`src/rtl/reaction_pkg.sv`:
```
// reaction_pkg: shared types and default sizing for the button front end
// of the reaction game.
package reaction_pkg;

    // Press-tracking states of the button front end.
    typedef enum logic [1:0] {
        IDLE         = 2'd0,
        PRESS_PEND   = 2'd1,
        HELD         = 2'd2,
        RELEASE_PEND = 2'd3
    } btn_state_t;

    // The game core measures reaction time in 4-bit tick counts.
    localparam int DEFAULT_HOLD_W          = 4;
    localparam int DEFAULT_DEBOUNCE_CYCLES = 1000;
    localparam int DEFAULT_TICK_DIV        = 1000;
    localparam int DEFAULT_LONG_TICKS      = 8;

endpackage

```
`src/rtl/button_event_tx_sync_debounce.sv`:
```
// sync_debounce: two-flop synchroniser for the raw button pin followed by a
// stability counter. The debounced level only moves after the synchronised
// input has disagreed with it for DEBOUNCE_CYCLES consecutive cycles.
// settle_o is high in the cycle before the level toggles so the owning FSM
// can change state on the same edge as the level.
module sync_debounce
    import reaction_pkg::*;
#(
    parameter int DEBOUNCE_CYCLES = DEFAULT_DEBOUNCE_CYCLES
) (
    input  logic clk,
    input  logic reset,
    input  logic button_raw_i,
    output logic sync_o,
    output logic settle_o,
    output logic level_o,
    output logic rise_o,
    output logic fall_o
);

    localparam int CNT_W = $clog2(DEBOUNCE_CYCLES + 1);
    localparam logic [CNT_W-1:0] CNT_LAST = CNT_W'(DEBOUNCE_CYCLES - 1);

    logic             sync1_q;
    logic             sync2_q;
    logic             level_q;
    logic             rise_q;
    logic             fall_q;
    logic [CNT_W-1:0] cnt_q;
    logic [CNT_W-1:0] cnt_d;
    logic             differ;
    logic             settle;

    assign differ = (sync2_q != level_q);
    assign settle = differ && (cnt_q == CNT_LAST);

    // Bring the asynchronous pin into the clock domain through two flops.
    always_ff @(posedge clk) begin
        if (reset) begin
            sync1_q <= 1'b0;
            sync2_q <= 1'b0;
        end else begin
            sync1_q <= button_raw_i;
            sync2_q <= sync1_q;
        end
    end

    // Count consecutive disagreeing cycles; any agreement or a completed count restarts from zero.
    always_comb begin
        cnt_d = '0;
        if (differ && !settle) begin
            cnt_d = cnt_q + CNT_W'(1);
        end
    end

    // Commit the new level and its edge strobe on the edge after the count completes.
    always_ff @(posedge clk) begin
        if (reset) begin
            cnt_q   <= '0;
            level_q <= 1'b0;
            rise_q  <= 1'b0;
            fall_q  <= 1'b0;
        end else begin
            cnt_q   <= cnt_d;
            level_q <= level_q ^ settle;
            rise_q  <= settle & ~level_q;
            fall_q  <= settle & level_q;
        end
    end

    assign sync_o   = sync2_q;
    assign settle_o = settle;
    assign level_o  = level_q;
    assign rise_o   = rise_q;
    assign fall_o   = fall_q;

endmodule

```
`src/rtl/button_event_tx.sv`:
```
// button_event_tx: debounced push-button front end for the reaction game.
// Emits clean press/release pulses and, for every completed press, a
// hold-duration event (in saturating ticks) on a valid/ready channel.
// Build option: define LONG_PRESS_EN to add the LONG_TICKS parameter and a
// one-cycle long_press output when a hold reaches LONG_TICKS ticks.
module button_event_tx
    import reaction_pkg::*;
#(
    parameter int DEBOUNCE_CYCLES = DEFAULT_DEBOUNCE_CYCLES,
    parameter int TICK_DIV        = DEFAULT_TICK_DIV,
`ifdef LONG_PRESS_EN
    parameter int LONG_TICKS      = DEFAULT_LONG_TICKS,
`endif
    parameter int HOLD_W          = DEFAULT_HOLD_W
) (
    input  logic              clk,
    input  logic              reset,
    input  logic              button_raw,
    output logic              button_level,
    output logic              press_pulse,
    output logic              release_pulse,
    output logic              evt_valid,
    input  logic              evt_ready,
    output logic [HOLD_W-1:0] evt_ticks,
`ifdef LONG_PRESS_EN
    output logic              long_press,
`endif
    output logic              evt_overflow
);

    localparam int PRE_W = $clog2(TICK_DIV + 1);
    localparam logic [PRE_W-1:0]  PRE_LAST = PRE_W'(TICK_DIV - 1);
    localparam logic [HOLD_W-1:0] HOLD_MAX = '1;

    btn_state_t        state_q;
    btn_state_t        state_d;
    logic              syncLevel;
    logic              settle;
    logic              enterHeld;
    logic              inHold;
    logic              issueEvt;
    logic              tickFire;
    logic              evtAccept;
    logic [PRE_W-1:0]  presc_q;
    logic [HOLD_W-1:0] holdCnt_q;
    logic              evtValid_q;
    logic [HOLD_W-1:0] evtTicks_q;
    logic              evtOverflow_q;

    sync_debounce #(
        .DEBOUNCE_CYCLES(DEBOUNCE_CYCLES)
    ) u_sync_debounce (
        .clk         (clk),
        .reset       (reset),
        .button_raw_i(button_raw),
        .sync_o      (syncLevel),
        .settle_o    (settle),
        .level_o     (button_level),
        .rise_o      (press_pulse),
        .fall_o      (release_pulse)
    );

    // Press-tracking state register.
    always_ff @(posedge clk) begin
        if (reset) begin
            state_q <= IDLE;
        end else begin
            state_q <= state_d;
        end
    end

    // Follow the synchronised pin; only a completed debounce count moves between IDLE and HELD.
    always_comb begin
        state_d = state_q;
        unique case (state_q)
            IDLE: begin
                if (syncLevel) state_d = PRESS_PEND;
            end
            PRESS_PEND: begin
                if (!syncLevel)  state_d = IDLE;
                else if (settle) state_d = HELD;
            end
            HELD: begin
                if (!syncLevel) state_d = RELEASE_PEND;
            end
            RELEASE_PEND: begin
                if (syncLevel)   state_d = HELD;
                else if (settle) state_d = IDLE;
            end
            default: state_d = IDLE;
        endcase
    end

    // Decode the state into the strobes that drive hold timing and event issue.
    always_comb begin
        enterHeld = (state_q == PRESS_PEND) && syncLevel && settle;
        inHold    = (state_q == HELD) || (state_q == RELEASE_PEND);
        issueEvt  = (state_q == RELEASE_PEND) && !syncLevel && settle;
        tickFire  = inHold && (presc_q == PRE_LAST);
        evtAccept = evtValid_q && evt_ready;
    end

    // Measure the hold in ticks of TICK_DIV cycles, restarting at each new press and saturating.
    always_ff @(posedge clk) begin
        if (reset || enterHeld) begin
            presc_q   <= '0;
            holdCnt_q <= '0;
        end else if (inHold) begin
            if (tickFire) begin
                presc_q <= '0;
                if (holdCnt_q != HOLD_MAX) begin
                    holdCnt_q <= holdCnt_q + HOLD_W'(1);
                end
            end else begin
                presc_q <= presc_q + PRE_W'(1);
            end
        end
    end

    // Load a finished press into the event slot, or drop it and flag overflow if the slot is still owned.
    always_ff @(posedge clk) begin
        if (reset) begin
            evtValid_q    <= 1'b0;
            evtTicks_q    <= '0;
            evtOverflow_q <= 1'b0;
        end else if (issueEvt) begin
            if (!evtValid_q || evtAccept) begin
                evtValid_q <= 1'b1;
                evtTicks_q <= holdCnt_q;
            end else begin
                evtOverflow_q <= 1'b1;
            end
        end else if (evtAccept) begin
            evtValid_q <= 1'b0;
        end
    end

    assign evt_valid    = evtValid_q;
    assign evt_ticks    = evtTicks_q;
    assign evt_overflow = evtOverflow_q;

`ifdef LONG_PRESS_EN
    logic longPress_q;

    // Pulse once on the tick that carries the hold count up to LONG_TICKS.
    always_ff @(posedge clk) begin
        if (reset) begin
            longPress_q <= 1'b0;
        end else begin
            longPress_q <= tickFire && (holdCnt_q != HOLD_MAX) &&
                           (32'(holdCnt_q) == 32'(LONG_TICKS - 1));
        end
    end

    assign long_press = longPress_q;
`else
    // Without long-press detection the hold count only feeds the event slot.
`endif

endmodule

```
`config.mk`:
```
export PLATFORM = sky130hd
export DESIGN_NAME = button_event_tx
export DESIGN_NICKNAME = d
export VERILOG_FILES = /design/src/rtl/reaction_pkg.sv /design/src/rtl/button_event_tx_sync_debounce.sv /design/src/rtl/button_event_tx.sv
export SDC_FILE = /design/constraint.sdc
export NUM_CORES = 1
export LEC_CHECK = 0
export CAP_MARGIN = 15
export CORE_MARGIN = 4
export CORE_UTILIZATION = 55
export DETAILED_ROUTE_END_ITERATION = 7
export DONT_BUFFER_PORTS = 1
export GPL_TIMING_DRIVEN = 1
export PLACE_DENSITY = 0.7
export SETUP_SLACK_MARGIN = 0.05
export SYNTH_ARGS = -nofsm -noshare
export SYNTH_HDL_FRONTEND = slang
export SYNTH_SLANG_ARGS = --single-unit
```
`constraint.sdc`:
```
create_clock -name clk -period 2.37 [get_ports clk]
set_input_delay 0.3555 -clock clk [delete_from_list [all_inputs] [get_ports clk]]
set_output_delay 0.3555 -clock clk [all_outputs]
set_load 0.02 [all_outputs]
```
Word-level counts from Yosys, hierarchy flattened
Index checks and enable logic that the tools add are counted.
- register bits after elaboration: 37
- logic and storage cells: 66
- add/sub/neg operators: 3
- equality and inequality tests: 12
- mux-type cells: 11
- bitwise operators: 6
- reductions and logical operators: 22
- operator list (operator ; count):
    10-bit by 1-bit adder with 10-bit output, second input constant ; 2
    10-bit equality test, second input constant ; 2
    2-bit two-way mux ; 6
    10-bit two-way mux ; 1
    1-bit logical AND ; 8
    2-bit one-hot mux with 4 select lines ; 1
    2-bit AND reduction ; 3
    4-bit by 1-bit adder with 4-bit output, second input constant ; 1
    2-bit equality test, second input constant ; 2
    2-bit by 1-bit != test with 1-bit output, second input constant ; 2
    4-bit != test, second input constant ; 1
    4-bit AND reduction ; 1
    1-bit logical NOT ; 3
    1-bit logical OR ; 3
    1-bit two-way mux ; 3
    3-bit by 2-bit != test with 1-bit output, second input constant ; 1
    3-bit != test, second input constant ; 1
    1-bit NOT ; 3
    3-bit AND reduction ; 1
    1-bit AND ; 2
    2-bit by 1-bit equality test with 1-bit output, second input constant ; 1
    2-bit logical NOT ; 1
    2-bit != test, second input constant ; 1
    2-bit nonzero test ; 1
    3 further kinds ; 3

Longest topological paths before layout
- depth after elaboration: 6
- mapped depth: 6

Hierarchy
From an unflattened synthesis, not the netlist that was laid out.
- cells, all modules: 169
- area, all modules: 1552.7 sq um
- modules (own cells, without submodules) (module ; instances ; cells each ; area an instance (sq um)):
    button_event_tx ; 1 ; 104 ; 930.9
    sync_debounce ; 1 ; 65 ; 621.8

Least setup slack after synthesis
No wires, ideal clock.
- path type: flip-flop to flip-flop
- start point: register u_sync_debounce.cnt_q[2]
- end point: register with a tool-made name
- arrival time: 1.650 ns
- required time: 2.296 ns
- setup slack: 0.646 ns
- stages on the path, launching flop included: 5
- path buffers: 0
- cell sequence: dfxtp_1 -> or3b_4 -> or4_4 -> or2_0 -> a31oi_1
- RTL lines (what ; RTL line ; source):
    start, declared ; button_event_tx_sync_debounce.sv:29 ; logic [CNT_W-1:0] cnt_q;
    start signal, assigned ; button_event_tx_sync_debounce.sv:64 ; cnt_q <= cnt_d;

Worst setup path after layout
- start point: register u_sync_debounce.cnt_q[2]
- end point: register presc_q[3]
- word-level cells in the longest chain between the ends: 4
- ends and longest elaborated chain (what ; RTL line ; source):
    10-bit equality test ; button_event_tx_sync_debounce.sv:35 ; assign settle = differ && (cnt_q == CNT_LAST);
    1-bit logical AND ; button_event_tx_sync_debounce.sv:35 ;
    1-bit logical AND ; button_event_tx.sv:96 ; enterHeld = (state_q == PRESS_PEND) && syncLevel && settle;
    1-bit logical OR ; button_event_tx.sv:105 ; if (reset || enterHeld) begin
    end signal, assigned ; button_event_tx.sv:115 ; presc_q <= presc_q + PRE_W'(1);
    end, declared ; button_event_tx.sv:44 ; logic [PRE_W-1:0] presc_q;
Every way passes these cells.
A chain may end at the register's enable or synchronous reset.

==> run metrics <==
unrepaired setup endpoints after global routing false; Tmin final 1.90 ns; slowest CP cell o41ai_1; syn_nets about 190; final net count 189; worst path required time ~2.6 ns; layout cells sized above 1 0.0659; Final GP Congestion roughly 0.8; antenna violations before repair 0; top post-synthesis cells by area dfxtp_1, nor2_1, xnor2_1, nand2_1, xor2_1; Max-Cap Viols 0; wirelength, routed around 2700 µm; EDFF count, synth 0; largest net degree at the start of global routing 16; Fillers roughly 250; Vert. Die Dim 61.9 µm; sequential-to-total area share from yosys stat 0.464; YS warnings 0; post-synthesis cell count 180; CTS root buf clkbuf_4; ANT nets after route 0; Reg power frac 0.645; CTS Hold Buffers Added 0; Port Buffers 0; hold depth 1; DRT Pass-1 Iters 5; Max Transition Viols Final 0; synth-to-layout area growth 4.00%; CTS tree yes; num rows 19; R2R depth 5; Worst-Margin Slew 0.486 ns; ys flop type dfxtp_1; routed length per instance roughly 13 µm; Starting Density 0.578; Initial DRC Count 97; post-cts sizing count 0; Yosys reg bits 37; clock insertion delay at the later pin of the skew report about 0.33 ns; CP max FO 11; Cell Area, Synth between 1500 and 2000 µm²; Vias between 1000 and 1500; ant diodes 0; GR Util All Layers 0.169; switch share 0.211; clock share of power 0.332; first-pass GRT wire length roughly 4700 µm; count of cell types in the netlist 43; final hold viol count 0; Tcrit/Tclk final 0.800; Leakage 0.553 nW; crit path DAT between 2 and 2.5 ns; Max Clk Rate 528 MHz; Critical Path Start Type register; Critical Path End Type register; PnR worst setup slack approximately 0.47 ns; crit-path cells or3b_4, o41ai_1, buf_4, nand2b_1, nor2_1; vias in the first global route approximately 1100; share of the synthesized area in the top cell type 0.464; worst slack at placement 0.487 ns; post-DP HPWL slightly above 2000 µm; hold crit path type input port to register; Post-synth ARST share 0; Top Ports 13; die area around 3800 µm²; Residual DRC 0; Worst IR Drop VDD ~0.48 mV; most frequent cells after synthesis dfxtp_1, nor2_1, nand2_1; clock sinks 37; count leader, synth dfxtp_1; area leader, netlist dfxtp_1; Die Wd between 60 and 70 µm; Post-CTS Setup Bufs 0; kind of critical path register to register; Final Setup Violations 0; outcome finished clean; Max Root-Sink Buffers 2; Setup TNS Final 0 ns; Reg2Reg Setup Slack about 0.47 ns; critical path's largest stage delay between 0.4 and 0.5 ns; vias per cell 5.78; Synth Area per Inst 8.86 µm²; Internal Power approximately 0.00078 W; gr ovfl total 0; logic gate share of total power 0.023; CTS clk-pin slew, worst paths ~0.1 ns; Slew headroom 0.674; Psw ~0.00021 W; Layout Skew roughly 0.0085 ns; core footprint around 2800 µm²; H-tree Lvls 2; total CTS buffers 5; power per cell area just under 600 nW/µm²
[worst max-delay path, delay by kind of cell (launching register included)]
kind,cells,cell delay (ns)
compound gates,1,0.44
simple gates,3,0.68
flops,1,0.43
buf+inv,1,0.25
[final timing paths]
kind | end | startpoint
worst max-delay path | presc_q[3] | u_sync_debounce.cnt_q[2]
worst min-delay path | register | reset
worst max register to register | presc_q[3] | u_sync_debounce.cnt_q[2]
worst min register to register | u_sync_debounce.sync_o | u_sync_debounce.sync1_q
[registers in the layout, summed over array words and instances (netlist names), 4 cells and up, named ones only]
register / cells
holdCnt_q: 4
evt_ticks: 4
presc_q: 10
u_sync_debounce.cnt_q: 10
[cell type report]
cell class | count | area [µm²] | share of cell area
Timing Repair Buffer | 2 | 15.0 | 0.00905
Multi-Input combinational cell | 130 | 787 | 0.474
Tap cell | 31 | 38.8 | 0.0234
Sequential cell | 37 | 741 | 0.446
Clock buffer | 7 | 55.1 | 0.0332
Inverter | 6 | 22.5 | 0.0136
[power groups by stage]
stage	clock network (W)	logic, W	registers, W
after floorplan	0	0.0000275	0.000647
after global placement	0	0.0000224	0.000650
after detailed placement	0	0.0000233	0.000651
after CTS	0.000342	0.0000234	0.000636
after global routing	0.000374	0.0000265	0.000638
final	0.000328	0.0000231	0.000636
[logic make-up (layout without fill, tap and decap cells)]
logic type / Yosys count / count (layout) / share of synthesized area
AO/OA/AOI/OAI: 29 / 29 / 0.119
XOR/XNOR: 15 / 15 / 0.0824
adder cells (fa/ha/maj): 3 / 3 / 0.0235
buffers and inverters: 13 / 15 / 0.0423
flip-flops: 37 / 37 / 0.464
multiplexers: 1 / 1 / 0.00627
AND/OR/NAND/NOR: 82 / 82 / 0.262
[metal layers]
metal	up-vias	track usage	wire length, µm	share of wire
met5	-	0	0	0
met4	0	0.0697	29	0.011
met1	578	0.187	1280	0.47
li1	638	-	-	-
met2	12	0.286	1350	0.49
met3	4	0.0723	84	0.031
[layout by cell type (no fill, tap or decap), types with 5 or more instances in the layout]
cell type	instances
clkbuf_4	5
nand4_1	5
nor3_1	8
dfxtp_1	37
a21oi_1	10
xor2_1	7
o21ai_0	5
nor2_1	22
nand3_1	12
inv_1	6
xnor2_1	8
nand2_1	17
[metrics by stage]
step | instance area (µm²) | hold slack (ns) | instances | utilization | total power, W
2_1_floorplan | 1600 | 0.414 | 180 | - | 0.000674
3_5_place_dp | 1600 | 0.428 | 206 | 0.582 | 0.000674
4_1_cts | 1660 | 0.0655 | 213 | 0.602 | 0.00100
3_3_place_gp | 1600 | 0.420 | 206 | 0.582 | 0.000673
5_1_grt | 1660 | 0.0520 | 213 | 0.602 | 0.00104
6_report | 1660 | 0.0798 | 213 | 0.602 | 0.000987
Power figures use the tool's default switching activity.
==> patch, RTL diff (config.mk and constraints unchanged) <==
Set the package constant `DEFAULT_TICK_DIV` to 500 (it was 1000).
--- a/src/rtl/reaction_pkg.sv
+++ b/src/rtl/reaction_pkg.sv
@@ -13,7 +13,7 @@
     // The game core measures reaction time in 4-bit tick counts.
     localparam int DEFAULT_HOLD_W          = 4;
     localparam int DEFAULT_DEBOUNCE_CYCLES = 1000;
-    localparam int DEFAULT_TICK_DIV        = 1000;
+    localparam int DEFAULT_TICK_DIV        = 500;
     localparam int DEFAULT_LONG_TICKS      = 8;
 
 endpackage
Formal check against the unedited RTL: same outputs for any inputs over 10 cycles, from zero or initial values and one cycle with reset high; that may be too few to reach the edited logic, so the function may still have changed.
==> patch against the original RTL <==
Combinational power fell by 4%; setup slack improved by 3.6 ps; sequential cell count decreased by 1; fmax grew 0.19%; area after synthesis about the same; utilization is 0.36 points lower; final area shrank 0.60%; routed wire length up 5.0%; power decreased by 4.4%; clock power down 8.5%; first-iteration DRC count is 5.2% lower; non-clock buffer count down 2; highest routed layer unchanged.
==> patch: results <==
set metrics [dict create \
    vdd_drop_max_v 0.000628 \
    drtIter0Drc 92 \
    synth.area.top_cells "dfxtp_1, nand3_1, a21oi_1, xnor2_1, nor2_1" \
    vias 1274 \
    firstDrtPassIters 4 \
    p_leak_nw 0.556 \
    grt_pass1_vias 1193 \
    fin_cells 214 \
    place_ws_ps 488 \
    slew_headroom_pct 62.6 \
    run_status "finished clean" \
    crit_fanout 13 \
    grt_use_met1_pct 21.6 \
    min-delay-path-class "primary input to flip-flop" \
    synth_xor_area_share_pct 7.14 \
    synth_cell_types 35 \
    clk_latency_ps 340 \
    whs_ps 69.3 \
    cts-resized-gates 0 \
    dp_hpwl_mm 2.07 \
    synth.avg_cell_area_sq_um 8.81 \
    nFillCells 241 \
    synth.area.mux_share_pct 0.628 \
    synth_adder_area_share_pct 2.35 \
    seq_area_frac_synth_pct 45.2 \
    grt_util_met3_pct 8.06 \
    drive_above_1_share_pct 6.56 \
    cpLargestDelayFamily "compound AO/OA/AOI/OAI gates" \
    slowest_stage "o31ai_4" \
    ys_top_cells_by_count "dfxtp_1, nand3_1, nor2_1" \
    antenna_found_initial 0 \
    grt_pass1_wl_mm 5.04 \
    reg_top3 "u_sync_debounce.cnt_q x10, presc_q x9" \
    routed_wirelength_mm 2.89 \
    fmax_ghz 0.529 \
    crit_arrival_ps 2090 \
    gp_congestion 0.781 \
    htreeDepth 2 \
    finClkSkew_ps 3.22 \
    critPathMaxStageDelay_ps 510 \
    num-nets-final 190 \
    grt_usage_pct 18.1 \
    cp-startpoint "u_sync_debounce.cnt_q[0]$_SDFF_PP0_" \
    gr-usage-met2_pct 27.1 \
    hold_path.startpoint "reset" \
    synth-compound-area-share_pct 12.2 \
]
-- patch: area by class of cell --
| cell class | instances | area share (%) |
|---|---|---|
| inverters | 7 | 1.59 |
| multi-input cells | 133 | 49.5 |
| clock buffers | 6 | 2.50 |
| well taps | 31 | 2.35 |
| flip-flops and latches | 36 | 43.7 |
| clock inverters | 1 | 0.303 |
-- patch: path summary, 6_finish.rpt --
| kind | end | depth (start not counted) |
|---|---|---|
| setup / recovery | presc_q[7]$_SDFFE_PP0P_ | 5 |
| hold / removal | flip-flop | 1 |
| setup reg to reg | presc_q[7]$_SDFFE_PP0P_ | 5 |
| hold reg to reg | u_sync_debounce.sync_o$_SDFF_PP0_ | 1 |
-- patch: where the power goes --
group,leakage [nW],switching (mW),internal (mW)
clock,0.0281,0.191,0.109
combinational,0.238,0.0131,0.00902
sequential,0.291,0.0103,0.611
-- patch: routing by layer --
layer | vias up | wire, um
li1 | 646 | -
met1 | 587 | 1370
met5 | - | 0
met2 | 27 | 1300
met4 | 0 | 95
met3 | 14 | 121
-- patch: cell families after synthesis --
logic type                 Yosys count
buffers and inverters               12
AOI/OAI and AO/OA                   30
and+or+nand+nor                     86
muxes                                1
DFF                                 36
xor gates and xnor gates            13
adders and majority gates            3
-- patch: worst register-to-register path, stage by stage, from the launching register on --
cell	delay, ps
dfxtp_1	400
ha_1	260
and3b_1	250
nand4_2	190
o31ai_4	510
a311oi_1	130
-- patch: per-stage QoR --
stage                     power (mW)  cell area, sq um
after CTS                      0.955              1650
after global routing           0.990              1650
after detailed placement       0.658              1600
after floorplan                0.656              1590
after global placement         0.656              1600
final                          0.944              1650
